File: config.mk
export PLATFORM = sky130hd
export DESIGN_NAME = muldiv_unit_flat
export DESIGN_NICKNAME = d
export VERILOG_FILES = /design/src/rtl/muldiv_pkg.sv /design/src/rtl/muldiv_if.sv /design/src/rtl/muldiv_step.sv /design/src/rtl/muldiv_unit.sv /design/src/flat_wrapper.sv
export SDC_FILE = /design/constraint.sdc
export NUM_CORES = 1
export LEC_CHECK = 0
export CORE_ASPECT_RATIO = 1.5
export CORE_MARGIN = 1
export CORE_UTILIZATION = 35
export CTS_CLUSTER_SIZE = 14
export DETAILED_ROUTE_END_ITERATION = 16
export GPL_TIMING_DRIVEN = 1
export PLACE_DENSITY = 0.62
export SLEW_MARGIN = 40
export SYNTH_ARGS = -nofsm -noshare
export SYNTH_HDL_FRONTEND = slang
export SYNTH_SLANG_ARGS = --single-unit
File: constraint.sdc
create_clock -name clk -period 3.4 [get_ports clk]
set_clock_uncertainty 0.1 [all_clocks]
set_input_delay 0.68 -clock clk [delete_from_list [all_inputs] [get_ports clk]]
set_output_delay 0.68 -clock clk [all_outputs]
set_load 0.03 [all_outputs]
File: src/rtl/muldiv_pkg.sv
// Shared constants for the iterative multiply/divide unit: operation codes,
// FSM state codes and default datapath sizing.
package muldiv_pkg;

  localparam int MD_WIDTH = 32;
  localparam int MD_ITER  = MD_WIDTH;

  localparam logic [1:0] OP_MULT  = 2'b00;
  localparam logic [1:0] OP_MULTU = 2'b01;
  localparam logic [1:0] OP_DIV   = 2'b10;
  localparam logic [1:0] OP_DIVU  = 2'b11;

  typedef logic [1:0] state_t;
  localparam state_t ST_IDLE = 2'b00;
  localparam state_t ST_RUN  = 2'b01;
  localparam state_t ST_FIX  = 2'b10;

endpackage

File: src/rtl/muldiv_if.sv
// Request/result bundle between the core's register-file path and the
// multiply/divide unit.
interface muldiv_if #(
  parameter int WIDTH = 32
);
  logic             start;
  logic [1:0]       op;
  logic [WIDTH-1:0] a;
  logic [WIDTH-1:0] b;
  logic             mthi;
  logic             mtlo;
  logic             busy;
  logic             done;
  logic [WIDTH-1:0] hi;
  logic [WIDTH-1:0] lo;

  modport master (output start, op, a, b, mthi, mtlo,
                  input  busy, done, hi, lo);
  modport slave  (input  start, op, a, b, mthi, mtlo,
                  output busy, done, hi, lo);
endinterface

File: src/rtl/muldiv_step.sv
// One radix-2 iteration: shift-add for multiply (mode 0), restoring
// trial-subtract-shift for divide (mode 1), over a 2*WIDTH accumulator.
module muldiv_step
  import muldiv_pkg::*;
#(
  parameter int WIDTH = MD_WIDTH
) (
  input  logic               div_mode_i,
  input  logic [2*WIDTH-1:0] acc_i,
  input  logic [WIDTH-1:0]   opnd_i,
  output logic [2*WIDTH-1:0] acc_o
);

  logic [WIDTH:0] sum_s;
  logic [WIDTH:0] shifted_s;
  logic [WIDTH:0] trial_s;
  logic           fits_s;

  // Multiply keeps the multiplier in the low half; divide keeps the
  // remainder high and the dividend/quotient bits low.
  always_comb begin
    sum_s     = {1'b0, acc_i[2*WIDTH-1:WIDTH]} + {1'b0, opnd_i};
    shifted_s = acc_i[2*WIDTH-1:WIDTH-1];
    trial_s   = shifted_s - {1'b0, opnd_i};
    fits_s    = ~trial_s[WIDTH];
    if (div_mode_i) begin
      acc_o = {(fits_s ? trial_s[WIDTH-1:0] : shifted_s[WIDTH-1:0]),
               acc_i[WIDTH-2:0], fits_s};
    end else if (acc_i[0]) begin
      acc_o = {sum_s, acc_i[WIDTH-1:1]};
    end else begin
      acc_o = {1'b0, acc_i[2*WIDTH-1:1]};
    end
  end

endmodule

File: src/rtl/muldiv_unit.sv
// Iterative multiply/divide unit with HI/LO registers: magnitude datapath,
// sign fix-up on exit, and mthi/mtlo moves while idle.
module muldiv_unit
  import muldiv_pkg::*;
#(
  parameter int WIDTH = MD_WIDTH,
  parameter int ITER  = WIDTH
) (
  input  logic      clk,
  input  logic      rst_n,
  muldiv_if.slave   bus
);

  localparam int CW = $clog2(ITER + 1);

  state_t             state_q, state_d;
  logic [CW-1:0]      cnt_q, cnt_d;
  logic [2*WIDTH-1:0] acc_q, acc_d;
  logic [WIDTH-1:0]   opnd_q, opnd_d;
  logic               is_div_q, is_div_d;
  logic               neg_lo_q, neg_lo_d;
  logic               neg_hi_q, neg_hi_d;
  logic               dz_q, dz_d;
  logic               busy_q, busy_d;
  logic               done_q, done_d;
  logic [WIDTH-1:0]   hi_q, hi_d;
  logic [WIDTH-1:0]   lo_q, lo_d;

  logic               sgn_s;
  logic [WIDTH-1:0]   a_abs_s;
  logic [WIDTH-1:0]   b_abs_s;
  logic [2*WIDTH-1:0] step_s;
  logic [2*WIDTH-1:0] prod_s;
  logic [WIDTH-1:0]   quot_s;
  logic [WIDTH-1:0]   rem_s;

  muldiv_step #(.WIDTH(WIDTH)) u_step (
    .div_mode_i (is_div_q),
    .acc_i      (acc_q),
    .opnd_i     (opnd_q),
    .acc_o      (step_s)
  );

  // Operand magnitudes at accept, sign-corrected results at commit.
  always_comb begin
    sgn_s   = ~bus.op[0];
    a_abs_s = (sgn_s && bus.a[WIDTH-1]) ? (~bus.a + WIDTH'(1)) : bus.a;
    b_abs_s = (sgn_s && bus.b[WIDTH-1]) ? (~bus.b + WIDTH'(1)) : bus.b;
    prod_s  = neg_lo_q ? (~acc_q + (2*WIDTH)'(1)) : acc_q;
    quot_s  = neg_lo_q ? (~acc_q[WIDTH-1:0] + WIDTH'(1)) : acc_q[WIDTH-1:0];
    rem_s   = neg_hi_q ? (~acc_q[2*WIDTH-1:WIDTH] + WIDTH'(1))
                       : acc_q[2*WIDTH-1:WIDTH];
  end

  // Next-state logic for the IDLE -> RUN -> FIX sequence.
  always_comb begin
    state_d  = state_q;
    cnt_d    = cnt_q;
    acc_d    = acc_q;
    opnd_d   = opnd_q;
    is_div_d = is_div_q;
    neg_lo_d = neg_lo_q;
    neg_hi_d = neg_hi_q;
    dz_d     = dz_q;
    busy_d   = busy_q;
    done_d   = 1'b0;
    hi_d     = hi_q;
    lo_d     = lo_q;
    case (state_q)
      ST_IDLE: begin
        if (bus.start) begin
          is_div_d = bus.op[1];
          acc_d    = {{WIDTH{1'b0}}, (bus.op[1] ? a_abs_s : b_abs_s)};
          opnd_d   = bus.op[1] ? b_abs_s : a_abs_s;
          neg_lo_d = sgn_s & (bus.a[WIDTH-1] ^ bus.b[WIDTH-1]);
          neg_hi_d = sgn_s & bus.a[WIDTH-1];
          dz_d     = (bus.b == {WIDTH{1'b0}});
          cnt_d    = CW'(ITER);
          busy_d   = 1'b1;
          state_d  = ST_RUN;
        end else begin
          hi_d = bus.mthi ? bus.a : hi_q;
          lo_d = bus.mtlo ? bus.a : lo_q;
        end
      end
      ST_RUN: begin
        acc_d   = step_s;
        cnt_d   = cnt_q - CW'(1);
        state_d = (cnt_q == CW'(1)) ? ST_FIX : ST_RUN;
      end
      ST_FIX: begin
        if (is_div_q) begin
          hi_d = rem_s;
          lo_d = dz_q ? {WIDTH{1'b1}} : quot_s;
        end else begin
          hi_d = prod_s[2*WIDTH-1:WIDTH];
          lo_d = prod_s[WIDTH-1:0];
        end
        done_d  = 1'b1;
        busy_d  = 1'b0;
        state_d = ST_IDLE;
      end
      default: begin
        busy_d  = 1'b0;
        state_d = ST_IDLE;
      end
    endcase
  end

  // State and result registers; reset aborts any operation in flight.
  always_ff @(posedge clk) begin
    if (!rst_n) begin
      state_q  <= ST_IDLE;
      cnt_q    <= {CW{1'b0}};
      acc_q    <= {(2*WIDTH){1'b0}};
      opnd_q   <= {WIDTH{1'b0}};
      is_div_q <= 1'b0;
      neg_lo_q <= 1'b0;
      neg_hi_q <= 1'b0;
      dz_q     <= 1'b0;
      busy_q   <= 1'b0;
      done_q   <= 1'b0;
      hi_q     <= {WIDTH{1'b0}};
      lo_q     <= {WIDTH{1'b0}};
    end else begin
      state_q  <= state_d;
      cnt_q    <= cnt_d;
      acc_q    <= acc_d;
      opnd_q   <= opnd_d;
      is_div_q <= is_div_d;
      neg_lo_q <= neg_lo_d;
      neg_hi_q <= neg_hi_d;
      dz_q     <= dz_d;
      busy_q   <= busy_d;
      done_q   <= done_d;
      hi_q     <= hi_d;
      lo_q     <= lo_d;
    end
  end

  assign bus.busy = busy_q;
  assign bus.done = done_q;
  assign bus.hi   = hi_q;
  assign bus.lo   = lo_q;

endmodule

File: src/flat_wrapper.sv
// flat-port wrapper written by rule: the top's interface ports become plain ports
module muldiv_unit_flat import muldiv_pkg::*;
#(
  parameter int WIDTH = MD_WIDTH,
  parameter int ITER  = WIDTH
)
  (clk, rst_n, bus_start, bus_op, bus_a, bus_b, bus_mthi, bus_mtlo, bus_busy, bus_done, bus_hi, bus_lo);
  muldiv_if #(.WIDTH(WIDTH)) bus_i ();
  input  logic clk;
  input  logic rst_n;
  input wire logic [$bits(bus_i.start)-1:0] bus_start;
  input wire logic [$bits(bus_i.op)-1:0] bus_op;
  input wire logic [$bits(bus_i.a)-1:0] bus_a;
  input wire logic [$bits(bus_i.b)-1:0] bus_b;
  input wire logic [$bits(bus_i.mthi)-1:0] bus_mthi;
  input wire logic [$bits(bus_i.mtlo)-1:0] bus_mtlo;
  output wire logic [$bits(bus_i.busy)-1:0] bus_busy;
  output wire logic [$bits(bus_i.done)-1:0] bus_done;
  output wire logic [$bits(bus_i.hi)-1:0] bus_hi;
  output wire logic [$bits(bus_i.lo)-1:0] bus_lo;
  assign bus_i.start = bus_start;
  assign bus_i.op = bus_op;
  assign bus_i.a = bus_a;
  assign bus_i.b = bus_b;
  assign bus_i.mthi = bus_mthi;
  assign bus_i.mtlo = bus_mtlo;
  assign bus_busy = bus_i.busy;
  assign bus_done = bus_i.done;
  assign bus_hi = bus_i.hi;
  assign bus_lo = bus_i.lo;
  muldiv_unit #(.WIDTH(WIDTH), .ITER(ITER)) u_core (.clk(clk), .rst_n(rst_n), .bus(bus_i));
endmodule
==> impl_metrics.ini, run 1 <==
[worst_setup_path]
rr_startpoint = u_core.acc_q[0]
cp-start-kind = flip-flop
worstPathCellList = or4_1 > or3_4 > nand4b_4 > or4_4 > o31ai_4 > buf_6 > a21oi_2 > xor2_1 > a222oi_1 > nor2_1
rrSetupSlack_ns = 0.08
crit_required_ns = 3.63
end_kind = flip-flop
worstRegToRegCells = 10
cpPeakStageDelay_ns = 0.58
path_max_fanout = 4
crit_type = reg2reg
arrival_ns = 3.55
r2r-end = u_core.bus.hi[7]
slowest_stage = or4_4

[power_and_ir_drop]
total_power_mw = 7.32
ir_worst_vdd_v = 0.000380
power_density_nw_per_um2 = 381
p_leak_nw = 7.71

[global_routing]
antenna_found_initial = 1
grt_pass1_wl_um = 95300
grt_pass1_vias = 16300
grt_overflow = 0
grt_max_degree = 121
grt_usage = 0.292

[detailed_routing]
post_drt_wl_per_cell_um = 22.1
ant_nets = 0
via_per_inst = 5.85
wirelength_um = 63100
drtIter0Drc = 1573
num_vias = 16700
drcViolationCount = 0
drt_first_pass_iters = 7

[timing]
tns_ns = 0
hold_viol = 0
timing.final.crit_share = 0.977
slew_headroom = 0.476
worstMarginPinSlew_ns = 0.786
clock.fmax_mhz = 301
setup_viol = 0
fin_hold_ws_ns = 0.371
rsz0062_at_grt = true
drv_slew = 0
post-route-min-period_ns = 3.32

[run]
maxCapViolCount = 0

[yosys]
synth_area_um2 = 14800
ys_ff_latch = 174
synth_nets = 2151
synth_warnings = 0
yosysSeqAreaShare = 0.236
synth-edff-count = 0
yosys_most_used_dff = dfxtp_1
async_flop_share = 0
synth.distinct_cells = 76
syn_inst = 2008
avgSynthCellArea_um2 = 7.37

[clock_network]
htree_levels = 4
cts-root-buf = clkbuf_16
clock_latency_ns = 0.46
cts_tree = built
clkTransAtPathRegs_ns = 0.08
clock_sinks = 174
hold_buffers = 0
cts_buffers = 17
cts_max_path_buffers = 2

[floorplan]
die_w_um = 170
rows = 91
die_h_um = 254
initial_core_util = 0.357
die_area_um2 = 43100
coreArea_um2 = 41400
io_pins = 137

[placed_design]
io_buffers = 136
gp_congestion = 0.971
dpl.cell_count = 2826
dpl_cell_area_um2 = 18500
hpwl_um = 49800

[cells_and_area]
area_growth_pct = 29.7
regArea_um2 = 3490
drive_gt1_frac = 0.163
multi_input_area_um2 = 10600
fin_nets = 2433
fin_cells = 2861
nFillCells = 4251
final_area_um2 = 19200

[hold_path]
worst_hold_startpoint = u_core.dz_q
min-delay-path-class = reg2reg
min_path_cells = 2
hold_end = u_core.dz_q

[outcome]
status = complete, no violations
[area by class of cell]
cell class                      count  area share
Multi-Input combinational cell   1618       0.554
Tap cell                          558      0.0364
Inverter                           67      0.0132
Clock buffer                       19      0.0236
Sequential cell                   174       0.182
Antenna cell                        1    0.000130
Timing Repair Buffer              412       0.185
Clock inverter                     12     0.00574
[cell usage after synthesis (7+ instances only)]
library cell	n	area share
o21bai_1	11	0.0056
xnor2_1	105	0.062
a31oi_1	36	0.015
or3_1	12	0.0051
nor2b_1	16	0.0068
o21ai_0	167	0.057
a222oi_1	24	0.016
mux2_2	8	0.0061
a21oi_1	194	0.066
buf_1	11	0.0028
nor2_1	187	0.047
nor4_1	10	0.0042
nand4_1	15	0.0063
and3_1	7	0.0030
xor2_1	59	0.035
nand2b_1	18	0.0076
or4_1	10	0.0051
or2_2	10	0.0042
nor3_1	53	0.018
ha_1	70	0.059
clkbuf_1	131	0.033
nand2_1	174	0.044
o211ai_1	42	0.021
o21a_1	15	0.0076
o41ai_1	11	0.0065
o22ai_1	10	0.0042
and2_1	11	0.0047
inv_1	65	0.016
dfxtp_1	174	0.24
nor3b_1	7	0.0036
a311oi_1	11	0.0065
nand3_1	46	0.016
a22o_1	14	0.0083
o221ai_1	7	0.0041
mux2i_1	48	0.032
a211oi_1	43	0.022
o31ai_1	29	0.015
o211a_1	10	0.0068
a22oi_1	37	0.019
a21o_1	23	0.012
[through the flow]
stage,util,worst slack [ns]
final,0.463,0.0789
after global routing,0.463,-0.0101
after CTS,0.460,0.00568
after detailed placement,0.446,-0.689
after global placement,0.446,-0.660
after floorplan,-,0.0146
[how the worst max path moves through the flow]
| stage | from | slack, ns | to |
|---|---|---|---|
| 2_1_floorplan | u_core.acc_q[31] | 0.01 | u_core.acc_q[58] |
| 3_3_place_gp | bus_a[10] | -0.66 | u_core.acc_q[31] |
| 3_5_place_dp | bus_a[10] | -0.69 | u_core.acc_q[31] |
| 4_1_cts | u_core.opnd_q[5] | 0.006 | u_core.acc_q[33] |
| 5_1_grt | u_core.acc_q[50] | -0.01 | u_core.bus.hi[26] |
| 6_report | u_core.acc_q[0] | 0.08 | u_core.bus.hi[7] |
[registers in the layout (all words and copies together), names as in the netlist]
name             count
u_core.acc_q        64
u_core.bus.busy      1
u_core.bus.done      1
u_core.bus.hi       32
u_core.bus.lo       32
u_core.cnt_q         6
u_core.dz_q          1
u_core.is_div_q      1
u_core.neg_hi_q      1
u_core.neg_lo_q      1
u_core.opnd_q       32
u_core.state_q       2
[power breakdown]
| group | switching (mW) | internal [mW] |
|---|---|---|
| Clock | 0.953 | 1.05 |
| Sequential | 0.146 | 2.17 |
| Combinational | 1.73 | 1.27 |
[cells by family (layout without fill, tap and decap cells)]
| group | Yosys count | after routing | synth area share |
|---|---|---|---|
| AOI/OAI and AO/OA | 730 | 730 | 0.320 |
| and+or+nand+nor | 596 | 596 | 0.191 |
| buffers and inverters | 216 | 510 | 0.0558 |
| DFF | 174 | 174 | 0.236 |
| xor gates and xnor gates | 164 | 164 | 0.0971 |
| adders and majority gates | 72 | 72 | 0.0619 |
| muxes | 56 | 56 | 0.0386 |
| other | 0 | 1 | 0 |
[repair_timing]
action | CTS | global route
gates cloned | 0 | 0
buffers inserted | 1 | 2
resized for setup | 4 | 28
pin swaps | 2 | 7
setup endpoints to repair | 14 | 48
[worst max-delay path: cells and delay by family (launching register included)]
| kind | cells | cell delay [ns] |
|---|---|---|
| xor gates and xnor gates | 1 | 0.19 |
| AOI/OAI and AO/OA | 3 | 0.55 |
| buffers and inverters | 1 | 0.17 |
| and+or+nand+nor | 5 | 1.83 |
| DFF | 1 | 0.36 |
[cell usage in the layout (no fill, tap or decap), types with 15 or more instances in the layout]
cell type | synthesis | layout
o21ai_0 | 167 | 166
a31oi_1 | 36 | 36
xnor2_1 | 105 | 105
a21o_1 | 23 | 22
a22oi_1 | 37 | 37
nor3_1 | 53 | 50
ha_1 | 70 | 69
nand2b_1 | 18 | 16
dfxtp_1 | 174 | 171
clkbuf_16 | 0 | 17
a21oi_1 | 194 | 191
o211ai_1 | 42 | 42
nand4_1 | 15 | 15
a222oi_1 | 24 | 24
nor2_1 | 187 | 186
inv_1 | 65 | 64
nor2b_1 | 16 | 15
o31ai_1 | 29 | 26
mux2i_1 | 48 | 48
buf_4 | 0 | 266
a211oi_1 | 43 | 42
clkdlybuf4s50_1 | 0 | 135
nand2_1 | 174 | 173
nand3_1 | 46 | 46
xor2_1 | 59 | 59
[per-layer routing]
metal	track usage	share of wire
met5	0	0
met4	0.147	0.048
met3	0.0364	0.050
met2	0.535	0.51
met1	0.327	0.39
Power figures use the tool's default switching activity.
==> inputs of run 2 (changes only) <==
--- a/config.mk
+++ b/config.mk
@@ -8,7 +8,7 @@
 export CORE_ASPECT_RATIO = 1.5
 export CORE_MARGIN = 1
 export CORE_UTILIZATION = 35
-export CTS_CLUSTER_SIZE = 14
+export CTS_CLUSTER_SIZE = 16
 export DETAILED_ROUTE_END_ITERATION = 16
 export GPL_TIMING_DRIVEN = 1
 export PLACE_DENSITY = 0.62
==> results of run 2 <==
Final layout, timing and power as in run 1 (identical DEF).
==> inputs of run 3 (changes only) <==
--- a/config.mk
+++ b/config.mk
@@ -7,11 +7,11 @@
 export LEC_CHECK = 0
 export CORE_ASPECT_RATIO = 1.5
 export CORE_MARGIN = 1
-export CORE_UTILIZATION = 35
+export CORE_UTILIZATION = 30
 export CTS_CLUSTER_SIZE = 16
 export DETAILED_ROUTE_END_ITERATION = 16
 export GPL_TIMING_DRIVEN = 1
-export PLACE_DENSITY = 0.62
+export PLACE_DENSITY = 0.54
 export SLEW_MARGIN = 40
 export SYNTH_ARGS = -nofsm -noshare
 export SYNTH_HDL_FRONTEND = slang
==> constraint.sdc (replaced) <==
create_clock -name clk -period 3.3 [get_ports clk]
set_clock_uncertainty 0.1 [all_clocks]
set_input_delay 0.66 -clock clk [delete_from_list [all_inputs] [get_ports clk]]
set_output_delay 0.66 -clock clk [all_outputs]
set_load 0.03 [all_outputs]
==> run 3 against run 2 <==
Combinational power rose by 8.0%. Sequential share of layout area fell by 0.48 points. Non-clock buffer count rose by 47. First-iteration DRC count fell by 16%. Cell area rose by 2.8%. Largest power group unchanged. Via count barely moved. Largest cell class unchanged. Global-route usage fell by 3.2 points. Count of clock-buffer cells in the layout rose by 2. Fmax rose by 2.6%. Routed wire length rose by 4.2%. Worst hold slack improved by 0.0079 ns.
==> impl_metrics.ini, run 3 (synthesis gave the netlist of run 1 again) <==
[outcome]
status = complete, no violations

[placed_design]
io_buffers = 136
gp_congestion = 0.929
hpwl_um = 52400

[worst_setup_path]
crit_start = u_core.opnd_q[25]
worstRegToRegCells = 12
rrSetupSlack_ns = 0.06
rr_startpoint = u_core.opnd_q[25]
r2r-end = u_core.acc_q[33]
crit_required_ns = 3.54
cp_common_cell = a21o_1
end_kind = flip-flop
path_depth = 12
cpLargestDelayFamily = compound AO/OA/AOI/OAI gates
crit_end = u_core.acc_q[33]
worstPathCellList = inv_1 > ha_1 > a21o_1 > a211oi_2 > o31ai_1 > a21o_1 > a211o_1 > or3_4 > buf_6 > a21oi_1 > a211oi_1 > o311a_1
cp.buffers_inverters = 2
cp-start-kind = flip-flop
cpPeakStageDelay_ns = 0.41
arrival_ns = 3.48
slowest_stage = or3_4
crit_type = reg2reg
path_max_fanout = 8

[power_and_ir_drop]
clkPwrFrac = 0.280
p_switching_mw = 2.94
p_leak_nw = 7.91
pwr-share-comb = 0.415
switching_share = 0.377
power.internal_mw = 4.86
power_density_nw_per_um2 = 396
ir_worst_vdd_v = 0.000315
seqPwrFrac = 0.306

[detailed_routing]
drcViolationCount = 0
via_per_inst = 5.56
num_vias = 16700
ant_nets = 0
drtIter0Drc = 1326
wirelength_um = 65800
post_drt_wl_per_cell_um = 21.9
drt_first_pass_iters = 7

[global_routing]
grt_pass1_wl_um = 98700
antenna_found_initial = 2
grt_overflow = 0
grt_max_degree = 65
grt_usage = 0.260
grt_pass1_vias = 16600

[clock_network]
cts_tree = built
htree_levels = 4
clock_latency_ns = 0.46
clkTransAtPathRegs_ns = 0.07
hold_buffers = 0
clock_sinks = 174
cts_max_path_buffers = 2
cts-root-buf = clkbuf_16
cts_buffers = 17

[timing]
worstMarginPinSlew_ns = 0.765
timing.final.crit_share = 0.981
slew_headroom = 0.486
setup_viol = 0
hold_viol = 0
drv_slew = 0
clock.fmax_mhz = 309
fin_hold_ws_ns = 0.379
post-route-min-period_ns = 3.24

[floorplan]
coreArea_um2 = 48700
die_w_um = 183
io_pins = 137
initial_core_util = 0.304
rows = 99
die_area_um2 = 50200
die_h_um = 274

[cells_and_area]
layout_common_cells = buf_4, a21oi_1, nor2_1, nand2_1, dfxtp_1
largest-register = u_core.acc_q
fin_nets = 2480
regArea_um2 = 3490
drive_gt1_frac = 0.185
nFillCells = 5026
largest_reg_flops = 64
final_common_cell = buf_4
multi_input_area_um2 = 10700
postLayoutCoreUtil = 0.405
area_growth_pct = 33.4

[run]
maxCapViolCount = 0

[hold_path]
min-delay-path-class = reg2reg
[run 3: power groups by stage]
stage / clock network, mW / logic, mW / registers (mW)
after floorplan: 0 / 1.72 / 2.46
final: 2.18 / 3.24 / 2.38
after CTS: 2.22 / 3.15 / 2.37
after global routing: 2.27 / 3.48 / 2.39
after detailed placement: 0 / 3.12 / 2.42
after global placement: 0 / 3.10 / 2.42
[run 3: timing repair]
action / 4_1_cts / 5_1_grt
setup endpoints to repair: 41 / 52
gates resized for setup: 18 / 43
buffers inserted: 1 / 4
pin swaps: 4 / 16
[run 3: layer usage]
metal | up-vias | wire length (um) | GRT usage
met5 | - | 13 | 0
met4 | 2 | 3260 | 0.136
met3 | 141 | 2570 | 0.0214
met2 | 548 | 34300 | 0.486
met1 | 7973 | 25600 | 0.289
li1 | 8064 | - | -
[run 3: metrics by stage]
stage	setup TNS, ns	setup WS, ns	area [um^2]	cells	total power [mW]
floorplan	0	0.00652	14800	2008	4.18
global placement	-16.57	-0.503	18900	2969	5.52
detailed placement	-17.88	-0.533	18900	2969	5.54
CTS	-0.00193	-0.00193	19500	3001	7.74
global route	-0.0263	-0.0118	19700	3006	8.15
finish	0	0.0624	19700	3006	7.80
[run 3: worst reg2reg max path, stage by stage, from the launching register on]
cell and delay, ns:
dfxtp_1 0.37, inv_1 0.10, ha_1 0.32, a21o_1 0.21, a211oi_2 0.23, o31ai_1 0.10, a21o_1 0.21, a211o_1 0.39
or3_4 0.41, buf_6 0.16, a21oi_1 0.15, a211oi_1 0.06, o311a_1 0.33
[run 3: layout make-up]
type                       count  share of cell area
clock inverter                10             0.00691
timing repair buffer         459               0.194
multi-input combinational   1618               0.544
tap                          656              0.0416
clock buffer                  21              0.0233
antenna                        1            0.000127
sequential                   174               0.177
inverter                      67              0.0129
[run 3: worst min path at each step]
| stage | startpoint | endpoint | slack [ns] | cells past startpoint |
|---|---|---|---|---|
| floorplan | u_core.dz_q | u_core.dz_q | 0.34 | 2 |
| global placement | u_core.dz_q | u_core.dz_q | 0.36 | 2 |
| detailed placement | u_core.dz_q | u_core.dz_q | 0.37 | 2 |
| CTS | u_core.dz_q | u_core.dz_q | 0.38 | 2 |
| global route | u_core.dz_q | u_core.dz_q | 0.41 | 2 |
| finish | u_core.bus.busy | u_core.bus.busy | 0.38 | 2 |
